$ cat src/rtl/msg_tx_arbiter.sv
// Round-robin arbiter sharing one message disassembler between NUM_SRC sources.
// Captures the winning message, launches it, holds it until the disassembler reports idle again.
module msg_tx_arbiter #(
    parameter  int NUM_SRC   = 4,
    parameter  int MSG_WIDTH = 32,
    localparam int ID_WIDTH  = $clog2(NUM_SRC)
) (
    input  logic                         clk,
    input  logic                         n_reset,
    input  logic [NUM_SRC-1:0]           req,
    input  logic [NUM_SRC*MSG_WIDTH-1:0] msg_in,
    output logic [NUM_SRC-1:0]           ack,
    output logic [MSG_WIDTH-1:0]         dis_data,
    output logic                         dis_valid,
    input  logic                         dis_ready,
    output logic                         done,
    output logic [ID_WIDTH-1:0]          cur_src,
    output logic                         busy
);

    typedef enum logic [1:0] {IDLE, LAUNCH, WAIT_TX, WAIT_DONE} state_t;

    state_t               state, state_nxt;
    logic [ID_WIDTH-1:0]  ptr, winner, ptr_nxt;
    logic [MSG_WIDTH-1:0] msg_buf;
    logic                 found, grant, done_set;
    int                   idx;

    // Walk downward so the index closest to ptr (k=0) is the last, winning assignment.
    always_comb begin
        found  = 1'b0;
        winner = '0;
        idx    = 0;
        for (int k = NUM_SRC - 1; k >= 0; k--) begin
            idx = int'(ptr) + k;
            if (idx >= NUM_SRC)
                idx = idx - NUM_SRC;
            if (req[idx]) begin
                found  = 1'b1;
                winner = ID_WIDTH'(idx);
            end
        end
    end

    assign ptr_nxt = (winner == ID_WIDTH'(NUM_SRC - 1)) ? '0 : winner + 1'b1;

    always_comb begin
        state_nxt = state;
        grant     = 1'b0;
        done_set  = 1'b0;
        case (state)
            IDLE: begin
                if (found && dis_ready) begin
                    grant     = 1'b1;
                    state_nxt = LAUNCH;
                end
            end
            LAUNCH:    state_nxt = WAIT_TX;
            WAIT_TX:   if (!dis_ready) state_nxt = WAIT_DONE;
            WAIT_DONE: begin
                if (dis_ready) begin
                    state_nxt = IDLE;
                    done_set  = 1'b1;
                end
            end
            default:   state_nxt = IDLE;
        endcase
    end

    always_ff @(posedge clk) begin
        if (!n_reset) begin
            state   <= IDLE;
            ptr     <= '0;
            cur_src <= '0;
            msg_buf <= '0;
            ack     <= '0;
            done    <= 1'b0;
        end else begin
            state <= state_nxt;
            ack   <= '0;
            done  <= done_set;
            if (grant) begin
                msg_buf     <= msg_in[int'(winner)*MSG_WIDTH +: MSG_WIDTH];
                cur_src     <= winner;
                ack[winner] <= 1'b1;
                ptr         <= ptr_nxt;
            end
        end
    end

    assign dis_data  = msg_buf;
    assign dis_valid = (state == LAUNCH);
    assign busy      = (state != IDLE);

endmodule

$ cat config.mk
export PLATFORM = sky130hd
export DESIGN_NAME = msg_tx_arbiter
export DESIGN_NICKNAME = d
export VERILOG_FILES = /design/src/rtl/msg_tx_arbiter.sv
export SDC_FILE = /design/constraint.sdc
export NUM_CORES = 1
export LEC_CHECK = 0
export BUFFER_PORTS_ARGS = -buffer_cell sky130_fd_sc_hd__buf_2
export CAP_MARGIN = 20
export CORE_ASPECT_RATIO = 0.75
export CORE_MARGIN = 10
export CORE_UTILIZATION = 35
export CTS_BUF_LIST = sky130_fd_sc_hd__clkbuf_2
export CTS_CLUSTER_DIAMETER = 120
export DETAILED_ROUTE_END_ITERATION = 10
export GPL_TIMING_DRIVEN = 0
export PLACE_DENSITY_LB_ADDON = 0.15
export SLEW_MARGIN = 30
export SYNTH_ARGS = -nofsm -noshare
export SYNTH_HDL_FRONTEND = slang
export SYNTH_SLANG_ARGS = --single-unit
$ cat constraint.sdc
create_clock -name clk -period 2.51 [get_ports clk]
set_input_delay 0.3765 -clock clk [delete_from_list [all_inputs] [get_ports clk]]
set_output_delay 0.3765 -clock clk [all_outputs]
set_load 0.01 [all_outputs]
==> results.toml <==
[pwr]
sw_frac_of_total_pct = 41.4
pwr-share-comb_pct = 49.4
power_mw = 2.71
ir_drop_v = 0.000531
clkPwrFrac_pct = 15.6
power_leakage_nw = 1.85
internal-power_mw = 1.59
p_switching_mw = 1.12
pwr_density_cell_mw_per_mm2 = 729
p_seq_share_pct = 35.0

[job]
cap_viol_max_count = 0

[clock_tree]
clk_latency_ps = 430
cts_resized = 0
cts_buffers = 5
ctsLongestPathBuffers = 2
numClockSinks = 43
postCtsSetupRepairBufs = 0
root_buffer = "clkbuf_2"
cts_tree = "done"
clkSlewWorstSetupHoldPaths_ps = 260
postCtsHoldBufs = 0
htree_levels = 2

[placed_design]
port_buffers = 175
dp.final_hpwl_um = 8380
place.gp.congestion = 0.773
place_ws_ps = 308
dpl-instance-area_mm2 = 0.00365

[synthesis]
synth_cells = 292
synth.top_cells.by_area = "dfxtp_1 32%, mux2i_1 19%, a211o_1 5.3%"
synth_top_area_share_pct = 32.5
syn_nets = 436
ys_types = 34
synth_area_mm2 = 0.00265
seq_area_frac_synth_pct = 32.5
synth_seq_cells = 43
synth_warnings = 0
syn_avg_cell_area_um2 = 9.08
yosys.area.top_type = "dfxtp_1"

[detailed_routing]
vias = 2959
highest_layer = "met4"
routed_via_density = 5.14
m1WireLength_um = 4550
drt_pre_antenna_iters = 6
drt_iter0_markers = 202
met2_length_um = 4610
drt.antenna.violating_nets = 0
post_drt_wl_per_cell_um = 17.7
drc = 0
drt-total-wl_um = 10200
routed-wl-met3_um = 958

[floorplanning]
initial_core_util_pct = 36.0
dieArea_mm2 = 0.0115
dieWidth_um = 121
die_y_um = 95.4
ioPinCount = 176
core_mm2 = 0.00736
rows = 27

[global_route]
track_usage_pct = 16.8
grt_pass1_vias = 3062
overflow = 0
grt_pass1_wl_um = 15900
grt_start_max_net_pins = 15
antenna_found_initial = 0

[hold_path]
hp-class = "in -> reg"
min_path_cells = 2
hp-start = "dis_ready"

[sta]
skew_ps = 34.6
relSlewSlack_pct = 67.8
worst_slack_ps = 364
rsz0062_at_grt = "false"
max_freq_mhz = 466
hold_viol = 0
tightest_slew_ps = 483
post-route-period-util_pct = 85.5
fin_crit_ps = 2150
finalMaxSlewViolations = 0
setup_viol = 0
finalSetupTns_ps = 0

[worst_setup_path]
startpoint_type = "flip-flop"
cp_data_required_time_ps = 2810
critPathArrivalTime_ps = 2440
r2r_cells = 7
path_max_fanout = 10
r2r_start = "ptr[1]"
critPathCaptureType = "flip-flop"
path_class = "reg -> reg"
r2r_slack_ps = 360
startpoint = "ptr[1]"

[outcome]
run_status = "finished clean"

[final_layout]
ff_latch_area_um2 = 861
fin_util_pct = 50.6
multi_input_area_mm2 = 0.00163
syn2layout_area_growth_pct = 40.4
n_antenna_cell = 0
finalInstanceArea_mm2 = 0.00372
nets = 618
fill_cells = 739
layout-drive-gt1-share_pct = 43.6
==> cell usage after synthesis <==
| master | instances |
|---|---|
| o2bb2a_1 | 1 |
| ha_1 | 9 |
| nor2_2 | 1 |
| inv_1 | 8 |
| buf_2 | 14 |
| a21oi_2 | 1 |
| and3_1 | 6 |
| nand2_1 | 25 |
| a21o_1 | 1 |
| o31ai_1 | 16 |
| mux2i_1 | 50 |
| and2_1 | 1 |
| nor2_4 | 1 |
| inv_4 | 1 |
| o41a_1 | 1 |
| a21oi_1 | 7 |
| o221ai_1 | 16 |
| nand3_1 | 17 |
| nand2b_1 | 1 |
| clkbuf_1 | 8 |
| nand2_2 | 2 |
| a22o_1 | 1 |
| dfxtp_1 | 43 |
| buf_1 | 1 |
| a211oi_1 | 1 |
| nor2_1 | 5 |
| nand4_1 | 16 |
| o211ai_1 | 16 |
| o21ai_0 | 2 |
| buf_4 | 1 |
| buf_6 | 1 |
| a211o_1 | 16 |
| or2_2 | 1 |
| nor3_4 | 1 |
==> kinds of logic (layout without fill, tap and decap cells) <==
logic type / after synthesis / after routing / share of synthesized area (%)
flip-flops: 43 / 43 / 32.5
adder cells (fa/ha/maj): 9 / 9 / 4.25
multiplexers: 50 / 50 / 18.9
AO/OA/AOI/OAI: 79 / 79 / 23.3
buffers and inverters: 34 / 217 / 5.99
AND/OR/NAND/NOR: 77 / 77 / 15.1
==> path summary, 6_finish.rpt <==
kind	endpoint
setup / recovery	dis_data[25]
hold / removal	done
hold reg to reg	cur_src[1]
setup reg to reg	dis_data[25]
==> worst max-delay path, cell delays in order (launching register included) <==
cell and delay (ps):
dfxtp_1 510, a21oi_1 90, o21ai_0 160, o2bb2a_1 230, buf_2 170, nand2_1 240, clkbuf_1 420, o211ai_1 180
==> per-stage QoR <==
stage	hold WS, ps	instances
after CTS	187	576
after global placement	442	568
final	212	576
after global routing	180	576
after floorplan	481	292
after detailed placement	448	568
==> flip-flops by register name, summed over array words and instances (netlist names) <==
signal and flops:
ack 4, state 2, cur_src 2, dis_data 32, ptr 2, done 1
==> power groups by stage <==
stage	logic [mW]	registers (mW)	clock network [mW]
after floorplan	0.787	1.03	0
after global placement	1.33	0.957	0
after detailed placement	1.35	0.966	0
after CTS	1.36	0.951	0.440
after global routing	1.49	0.974	0.460
final	1.34	0.951	0.423
==> per-layer routing <==
metal	track usage (%)	up-vias
li1	-	1487
met1	21.4	1346
met2	26.6	117
met3	6.26	9
met4	3.71	0
met5	0	-
==> area by class of cell <==
type | count | area share, %
multi-input cells | 215 | 43.9
repair buffers | 175 | 23.5
plain buffers | 25 | 3.29
clock buffers | 5 | 0.672
well taps | 101 | 3.39
flip-flops and latches | 43 | 23.1
inverters | 9 | 0.974
clock inverters | 3 | 1.18
==> layout by cell type (no fill, tap or decap), types with 6 or more instances in the layout <==
| cell | count |
|---|---|
| dfxtp_1 | 43 |
| o221ai_1 | 16 |
| o31ai_1 | 16 |
| nand2_1 | 25 |
| and3_1 | 6 |
| clkbuf_1 | 8 |
| a211o_1 | 16 |
| mux2i_1 | 50 |
| nand3_1 | 17 |
| a21oi_1 | 7 |
| nand4_1 | 16 |
| buf_2 | 189 |
| ha_1 | 9 |
| inv_1 | 8 |
| o211ai_1 | 16 |
(Power assumes the default switching activity.)
